`src/rtl/ctrl_pkg.sv`:
```
// Shared encodings for the multicycle ARM-subset control unit:
// FSM states, instruction field codes and datapath select values.
package ctrl_pkg;

  typedef enum logic [3:0] {
    FETCH    = 4'd0,
    DECODE   = 4'd1,
    MEMADR   = 4'd2,
    MEMRD    = 4'd3,
    MEMWB    = 4'd4,
    MEMWR    = 4'd5,
    EXECUTER = 4'd6,
    EXECUTEI = 4'd7,
    ALUWB    = 4'd8,
    BRANCH   = 4'd9,
    HALT     = 4'd10
  } state_t;

  localparam logic [1:0] OP_DP    = 2'b00;
  localparam logic [1:0] OP_MEM   = 2'b01;
  localparam logic [1:0] OP_BR    = 2'b10;
  localparam logic [1:0] OP_UNDEF = 2'b11;

  localparam logic [3:0] CMD_ADD = 4'b0100;
  localparam logic [3:0] CMD_SUB = 4'b0010;
  localparam logic [3:0] CMD_AND = 4'b0000;
  localparam logic [3:0] CMD_ORR = 4'b1100;

  localparam logic [1:0] ALU_ADD = 2'b00;
  localparam logic [1:0] ALU_SUB = 2'b01;
  localparam logic [1:0] ALU_AND = 2'b10;
  localparam logic [1:0] ALU_ORR = 2'b11;

  localparam logic       SRCA_RN   = 1'b0;
  localparam logic       SRCA_PC   = 1'b1;
  localparam logic [1:0] SRCB_RM   = 2'b00;
  localparam logic [1:0] SRCB_IMM  = 2'b01;
  localparam logic [1:0] SRCB_FOUR = 2'b10;

  localparam logic [1:0] RES_ALUOUT = 2'b00;
  localparam logic [1:0] RES_RDATA  = 2'b01;
  localparam logic [1:0] RES_ALU    = 2'b10;

  localparam logic       ADR_PC  = 1'b0;
  localparam logic       ADR_ALU = 1'b1;

endpackage

```
`src/rtl/alu_decoder_unit.sv`:
```
// Combinational ALU decoder: maps ALUOp and the data-processing Funct field
// to the ALU operation and the flag write requests.
module alu_decoder_unit
  import ctrl_pkg::*;
(
  input  logic       alu_op,
  input  logic [5:0] funct,
  output logic [1:0] alu_control,
  output logic [1:0] flag_w
);

  logic [3:0] cmd;
  logic       s_bit;

  assign cmd   = funct[4:1];
  assign s_bit = funct[0];

  always_comb begin
    alu_control = ALU_ADD;
    flag_w      = 2'b00;
    if (alu_op) begin
      // Unsupported commands fall back to ADD and never touch the flags.
      case (cmd)
        CMD_ADD: begin alu_control = ALU_ADD; flag_w = s_bit ? 2'b11 : 2'b00; end
        CMD_SUB: begin alu_control = ALU_SUB; flag_w = s_bit ? 2'b11 : 2'b00; end
        CMD_AND: begin alu_control = ALU_AND; flag_w = s_bit ? 2'b10 : 2'b00; end
        CMD_ORR: begin alu_control = ALU_ORR; flag_w = s_bit ? 2'b10 : 2'b00; end
        default: begin alu_control = ALU_ADD; flag_w = 2'b00; end
      endcase
    end
  end

endmodule

```
`src/rtl/multicycle_ctrl_unit.sv`:
```
// Moore control FSM for the multicycle ARM-subset datapath; emits unconditioned
// write requests that the downstream conditional-logic stage gates with CondEx.
//
//   state    | meaning
//   FETCH    | load IR, PC <= PC+4
//   DECODE   | read registers, ALUOut <= PC+8
//   MEMADR   | compute load/store address
//   MEMRD    | read data memory
//   MEMWB    | write loaded word to Rd
//   MEMWR    | write data memory
//   EXECUTER | ALU op, register operand
//   EXECUTEI | ALU op, immediate operand
//   ALUWB    | write ALU result to Rd
//   BRANCH   | PC <= branch target
//   HALT     | undefined op trapped, wait for reset
module multicycle_ctrl_unit
  import ctrl_pkg::*;
#(
  parameter bit TRAP_UNDEF = 1'b0
) (
  input  logic       clk,
  input  logic       rst,
  input  logic [1:0] Op,
  input  logic [5:0] Funct,
  input  logic [3:0] Rd,
  output logic       pcs,
  output logic       RegW,
  output logic       MemW,
  output logic [1:0] FlagW,
  output logic       IRWrite,
  output logic       NextPC,
  output logic       AdrSrc,
  output logic       ALUSrcA,
  output logic [1:0] ALUSrcB,
  output logic [1:0] ResultSrc,
  output logic [1:0] ALUControl,
  output logic       instr_done
);

  state_t state, state_next;
  logic   alu_op;
  logic   branch;

  always_ff @(posedge clk) begin
    if (rst) state <= FETCH;
    else     state <= state_next;
  end

  always_comb begin
    state_next = state;
    alu_op     = 1'b0;
    branch     = 1'b0;
    RegW       = 1'b0;
    MemW       = 1'b0;
    IRWrite    = 1'b0;
    NextPC     = 1'b0;
    AdrSrc     = ADR_PC;
    ALUSrcA    = SRCA_RN;
    ALUSrcB    = SRCB_RM;
    ResultSrc  = RES_ALUOUT;
    instr_done = 1'b0;
    case (state)
      FETCH: begin
        IRWrite    = 1'b1;
        NextPC     = 1'b1;
        ALUSrcA    = SRCA_PC;
        ALUSrcB    = SRCB_FOUR;
        ResultSrc  = RES_ALU;
        state_next = DECODE;
      end
      DECODE: begin
        ALUSrcA   = SRCA_PC;
        ALUSrcB   = SRCB_FOUR;
        ResultSrc = RES_ALU;
        case (Op)
          OP_MEM:  state_next = MEMADR;
          OP_DP:   state_next = Funct[5] ? EXECUTEI : EXECUTER;
          OP_BR:   state_next = BRANCH;
          default: state_next = TRAP_UNDEF ? HALT : FETCH;
        endcase
      end
      MEMADR: begin
        ALUSrcB    = SRCB_IMM;
        state_next = Funct[0] ? MEMRD : MEMWR;
      end
      MEMRD: begin
        AdrSrc     = ADR_ALU;
        state_next = MEMWB;
      end
      MEMWB: begin
        ResultSrc  = RES_RDATA;
        RegW       = 1'b1;
        instr_done = 1'b1;
        state_next = FETCH;
      end
      MEMWR: begin
        AdrSrc     = ADR_ALU;
        MemW       = 1'b1;
        instr_done = 1'b1;
        state_next = FETCH;
      end
      EXECUTER: begin
        alu_op     = 1'b1;
        state_next = ALUWB;
      end
      EXECUTEI: begin
        alu_op     = 1'b1;
        ALUSrcB    = SRCB_IMM;
        state_next = ALUWB;
      end
      ALUWB: begin
        RegW       = 1'b1;
        instr_done = 1'b1;
        state_next = FETCH;
      end
      BRANCH: begin
        ALUSrcB    = SRCB_IMM;
        ResultSrc  = RES_ALU;
        branch     = 1'b1;
        instr_done = 1'b1;
        state_next = FETCH;
      end
      HALT:    state_next = HALT;
      default: state_next = FETCH;
    endcase
  end

  // A register write to R15 is a PC write.
  assign pcs = branch | (RegW & (Rd == 4'hF));

  alu_decoder_unit u_alu_decoder (
    .alu_op      (alu_op),
    .funct       (Funct),
    .alu_control (ALUControl),
    .flag_w      (FlagW)
  );

endmodule

```
`config.mk`:
```
export PLATFORM = sky130hd
export DESIGN_NAME = multicycle_ctrl_unit
export DESIGN_NICKNAME = d
export VERILOG_FILES = /design/src/rtl/ctrl_pkg.sv /design/src/rtl/alu_decoder_unit.sv /design/src/rtl/multicycle_ctrl_unit.sv
export SDC_FILE = /design/constraint.sdc
export NUM_CORES = 1
export LEC_CHECK = 0
export CORE_AREA = 2 2 39 41
export DETAILED_ROUTE_END_ITERATION = 12
export DIE_AREA = 0 0 41 43
export DONT_BUFFER_PORTS = 1
export PLACE_DENSITY_LB_ADDON = 0.1
export SETUP_SLACK_MARGIN = 0.5
export SLEW_MARGIN = 20
export SYNTH_ARGS = -nofsm -noshare
export SYNTH_HDL_FRONTEND = slang
export SYNTH_SLANG_ARGS = --single-unit
export TNS_END_PERCENT = 20
```
`constraint.sdc`:
```
create_clock -name clk -period 2.7 [get_ports clk]
set_clock_uncertainty 0.05 [all_clocks]
set_input_delay 0.54 -clock clk [delete_from_list [all_inputs] [get_ports clk]]
set_output_delay 0.54 -clock clk [all_outputs]
set_load 0.02 [all_outputs]
```
==> run_results.csv, run 1 <==
group,metric,value,unit
drt,firstDrtPassIters,4,
synth,netlist_area,424,sq um
cells_and_area,antenna-diode-count,0,
power_and_ir_drop,p_sw,0.0817,mW
setup_path,path_buf_inv,0,
power_and_ir_drop,switching_share,0.372,
power_and_ir_drop,leakagePower,0.145,nW
min_path,hold_depth,1,
drt,drtAntennaViolNets,0,
placed_design,gp_congestion,0.623,
die,ios,30,
power_and_ir_drop,pwr-share-clk,0.335,
die,placementRows,14,
timing,min_period,2.24,ns
synth,synth-seq-cells,4,
setup_path,crit_slowest_cell,"dfxtp_1",
cells_and_area,nets,75,
setup_path,r2r_start,"state[1]",
flow_run,maxCapViolCount,0,
global_routing,overflow,0,
timing,period_share,0.830,
global_routing,grt_pass1_vias,370,
clocking,cts_tree,"built",
cells_and_area,largest_reg_flops,4,
setup_path,crit_fanout,10,
clocking,insertion_delay,0.23,ns
synth,syn_nets,73,
global_routing,grt_use_total,0.126,
placed_design,port_buffers,0,
power_and_ir_drop,p_per_area,462,mW/mm^2
clocking,clk_pin_slew,0.04,ns
timing,setup_viol,0,
synth,async_flop_share,0,
synth,synth_edf_count,0,
drt,num_vias,412,
placed_design,pre_cts_slack,0.535,ns
power_and_ir_drop,p_comb_frac,0.311,
clocking,clk_path_buf_depth,2,
min_path,hp-class,"in -> reg",
min_path,worst_hold_path.endpoint,"state[3]",
setup_path,slowest_delay,0.48,ns
die,coreArea,0.00138,sq mm
setup_path,r2r_setup_slack,1.26,ns
timing,slew_headroom,0.534,
cells_and_area,largest-register,"state",
timing,rsz0062_at_grt,"yes",
cells_and_area,syn2layout_area_growth,12.1,%
drt,routed_wl,1.01,mm
timing,fmax,446,MHz
synth,syn_avg_cell_area,7.19,sq um
clocking,cts.sinks,4,
die,die_w,41,um
power_and_ir_drop,power,0.220,mW
synth,ys_types,27,
drt,wire_per_inst,13.4,um
clocking,ctsHoldBuffers,0,
die,die_y,43,um
timing,tns,0,ns
global_routing,grt_max_degree,19,
die,dieArea,0.00176,sq mm
die,initial_core_util,0.307,
drt,drc,0,
clocking,htreeDepth,1,
global_routing,grt_antenna_before_repair,0,
synth,ys_dominant_reg_cell,"dfxtp_1",
clocking,root_buffer,"clkbuf_4",
power_and_ir_drop,vdd_drop_max,397,uV
global_routing,grt_pass1_wl,1.54,mm
min_path,hp-start,"rst",
setup_path,crit_arrival,1.65,ns
synth,ys_warn_count,0,
clocking,numCtsBuffers,3,
setup_path,crit_path_cell_trace,"or2b_1 -> and2_1 -> a2111oi_4",
timing,tightest_slew,0.695,ns
setup_path,worstSetupStartpointType,"register",
power_and_ir_drop,power_frac_seq,0.353,
timing,final-max-slew-violation-count,0,
timing,worst_slack,0.458,ns
outcome,outcome,"finished clean",
clocking,post_cts_buffers,0,
placed_design,dp_hpwl,775,um
setup_path,reg2reg_to,"state[3]",
setup_path,cp.depth,3,
synth,synthesis.instances,59,
setup_path,crit_required,2.11,ns
drt,via_per_inst,5.49,
power_and_ir_drop,intPower,0.138,mW
drt,drt_iter0_drc,3,
synth,synth-seq-area-share,0.189,
timing,hold_viol,0,
setup_path,endpoint_kind,"primary output",
cells_and_area,reg.largest.list,"state: 4 flops",
setup_path,r2r_cells,3,
setup_path,path_class,"reg -> out",
cells_and_area,drive_above_1_share,0.169,
setup_path,crit_family,"simple AND/OR/NAND/NOR gates",
cell type report:
type | instances | area (sq um)
inverter | 2 | 7.51
tap | 16 | 20.0
sequential | 4 | 80.1
timing repair buffer | 3 | 22.5
fill | 149 | 908
clock buffer | 3 | 22.5
multi-input combinational | 47 | 323
synth_stat cells, types with 2 or more instances:
master / number / area (sq um)
nand3b_1: 3 / 22.5
a211oi_1: 4 / 30.0
o21ai_0: 3 / 15.0
nand2b_1: 4 / 25.0
nor2b_1: 3 / 18.8
buf_2: 2 / 10.0
a21oi_1: 2 / 10.0
dfxtp_1: 4 / 80.1
xnor2_1: 2 / 17.5
nor2_1: 6 / 22.5
inv_1: 2 / 7.51
nor3_1: 8 / 40.0
clkbuf_1: 2 / 7.51
metrics by stage:
stage,utilization,hold slack (ns),area (sq um),instances
global route,0.344,0.307,475,75
CTS,0.340,0.316,470,75
global placement,0.311,0.562,430,72
finish,0.344,0.320,475,75
floorplan,-,0.459,424,59
detailed placement,0.311,0.563,430,72
logic make-up (layout without fill, tap and decap cells):
logic type / count (synthesis) / after routing / synth area share
AND/OR/NAND/NOR: 31 / 31 / 0.419
XOR/XNOR: 2 / 2 / 0.0413
flip-flops: 4 / 4 / 0.189
AO/OA/AOI/OAI: 14 / 14 / 0.248
buffers and inverters: 8 / 8 / 0.103
routing by layer:
layer | wire (um) | part of all wire | GRT usage
met1 | 447 | 0.44 | 0.176
met5 | 0 | 0 | 0
met3 | 92 | 0.091 | 0.0681
met4 | 0 | 0 | 0.0400
met2 | 465 | 0.46 | 0.163
placed cells by master, fill, tap and decap left out:
cell type and count:
xnor2_1 2, nor4_1 1, dfxtp_1 4, a41oi_1 1, o2bb2ai_1 1, nand4b_1 1
nor2b_1 3, nand2_1 1, inv_1 2, o32a_1 1, nand3b_1 3, nor3_1 6
nand2b_1 4, buf_4 3, o21a_1 1, a21oi_1 2, or2_4 1, clkbuf_4 3
o21ai_0 3, or4_1 1, a211oi_1 4, nor3_2 2, or2b_1 1, a2111oi_4 1
and2_1 1, nor2_1 6
worst max path at each step:
stage	to	startpoint	slack, ns
CTS	RegW	state[2]	0.41
global route	ALUControl[1]	state[1]	0.36
finish	pcs	state[2]	0.46
floorplan	pcs	state[3]	0.66
detailed placement	pcs	state[2]	0.53
global placement	pcs	state[2]	0.55
power by group through the flow:
stage | Sequential (mW) | Clock (mW) | Combinational (mW)
3_3_place_gp | 0.0776 | 0 | 0.0665
3_5_place_dp | 0.0774 | 0 | 0.0665
2_1_floorplan | 0.0657 | 0 | 0.0736
5_1_grt | 0.0789 | 0.0822 | 0.0746
6_report | 0.0777 | 0.0737 | 0.0685
4_1_cts | 0.0774 | 0.0753 | 0.0688
repair_timing:
item	CTS	global route
pin swaps	0	1
endpoints found under the setup margin	3	8
gates resized for setup	2	1
No activity file was read; power rests on OpenSTA's default activity.
==> run 2, diff against run 1 <==
Clock period 2.7 ns to 2 ns, I/O delays scaled along.
==> run 2 against run 1 <==
Critical path depth unchanged. Routed wire length increased by 5.8%. First-iteration DRC count decreased by 67%. Worst setup slack got worse by 0.27 ns. Sequential share of layout area decreased by 2.0 points. Highest routed layer is now met4.
==> run_results.csv, run 2 (synthesized netlist as in run 1, its figures left out) <==
group,metric,value,unit
drt,drtAntennaViolNets,0,
clocking,cts_tree,"built",
power_and_ir_drop,p_per_area,544,mW/mm^2
placed_design,gp_congestion,0.663,
die,coreArea,0.00138,sq mm
cells_and_area,drive_above_1_share,0.463,
setup_path,endpoint_kind,"primary output",
cells_and_area,syn2layout_area_growth,43.1,%
timing,hold_viol,0,
clocking,clk_path_buf_depth,2,
die,die_y,43,um
die,initial_core_util,0.307,
global_routing,grt_pass1_vias,388,
timing,tightest_slew,0.451,ns
timing,min_period,1.81,ns
cells_and_area,nets,83,
global_routing,grt_pass1_wl,1.58,mm
clocking,cts.sinks,4,
timing,fmax,552,MHz
cells_and_area,largest-register,"state",
placed_design,dp.cells,76,
setup_path,worstSetupStartpointType,"register",
drt,num_vias,444,
clocking,htreeDepth,1,
cells_and_area,layout_common_cells,"buf_4 (11), nor2_1 (5), nor3_1 (4)",
timing,tns,0,ns
drt,routed_wl,1.06,mm
power_and_ir_drop,leakagePower,0.198,nW
timing,setup_viol,0,
power_and_ir_drop,vdd_drop_max,254,uV
setup_path,crit_path_cell_trace,"or2b_1 -> and2_4 -> a2111oi_4",
cells_and_area,reg.largest.list,"state: 4 flops",
die,ios,30,
flow_run,maxCapViolCount,0,
drt,firstDrtPassIters,4,
clocking,root_buffer,"clkbuf_4",
drt,drc,0,
clocking,numCtsBuffers,3,
drt,via_per_inst,5.35,
setup_path,path_class,"reg -> out",
die,die_w,41,um
drt,drt_iter0_drc,1,
setup_path,slowest_delay,0.36,ns
timing,hold_ws,0.172,ns
cells_and_area,instances_no_fill,83,
cells_and_area,fillers,149,
global_routing,grt_antenna_before_repair,0,
clocking,ctsHoldBuffers,0,
cells_and_area,seq_area,90.1,sq um
setup_path,crit_fanout,7,
cells_and_area,antenna-diode-count,0,
cells_and_area,largest_reg_flops,4,
global_routing,overflow,0,
outcome,outcome,"finished clean",
drt,wire_per_inst,12.8,um
setup_path,crit_arrival,1.36,ns
cells_and_area,multi_input_area,384,sq um
setup_path,crit_required,1.55,ns
timing,slew_headroom,0.698,
clocking,insertion_delay,0.24,ns
timing,rsz0062_at_grt,"yes",
min_path,hp-class,"in -> reg",
die,placementRows,14,
placed_design,port_buffers,0,
setup_path,crit_slowest_cell,"dfxtp_4",
global_routing,grt_max_degree,12,
clocking,clk_pin_slew,0.04,ns
global_routing,grt_use_total,0.126,
timing,period_share,0.906,
cells_and_area,final_common_cell,"buf_4",
die,dieArea,0.00176,sq mm
timing,final-max-slew-violation-count,0,
placed_design,dp_hpwl,791,um
[run 2: area by class of cell]
class / instances / area share
Tap cell: 16 / 0.0330
Clock buffer: 3 / 0.0371
Multi-Input combinational cell: 47 / 0.633
Inverter: 2 / 0.0124
Sequential cell: 4 / 0.148
Timing Repair Buffer: 11 / 0.136
[run 2: final timing paths]
kind                               start        to  slack [ns]  depth (start not counted)
worst min register to register  state[2]  state[1]        0.41                          1
worst max register to register  state[3]  state[3]        0.60                          3
worst min-delay path                 rst  state[3]        0.17                          1
worst max-delay path            state[2]       pcs        0.19                          3
[run 2: metal layers]
layer	vias up	global-route usage	wire length, um
met4	0	0.0600	14
met3	2	0.0262	67
met2	15	0.188	485
met5	-	0	0
li1	231	-	-
met1	196	0.164	495
[run 2: timing repair]
| item | 4_1_cts | 5_1_grt |
|---|---|---|
| gates resized for setup | 8 | 1 |
| setup buffers | 4 | 0 |
| setup endpoints to repair | 16 | 16 |
| pin swaps | 1 | 1 |
[run 2: worst max-delay path: cells and delay by family (launching register included)]
kind / cells / cell delay (ns)
simple gates: 2 / 0.41
compound gates: 1 / 0.35
flops: 1 / 0.36
[run 2: power breakdown]
group	switching (mW)	leakage, nW	total, mW	internal [mW]
Clock	0.0340	0.0138	0.101	0.0672
Sequential	0.0174	0.0349	0.103	0.0855
Combinational	0.0718	0.149	0.126	0.0540
Total	0.123	0.198	0.330	0.207
[run 2: stage by stage]
step	area, sq um	worst slack, ns	power, mW	util
2_1_floorplan	507	0.403	0.211	-
3_3_place_gp	528	0.262	0.219	0.382
3_5_place_dp	528	0.250	0.220	0.382
4_1_cts	604	0.180	0.337	0.437
5_1_grt	607	0.142	0.347	0.439
6_report	607	0.188	0.330	0.439
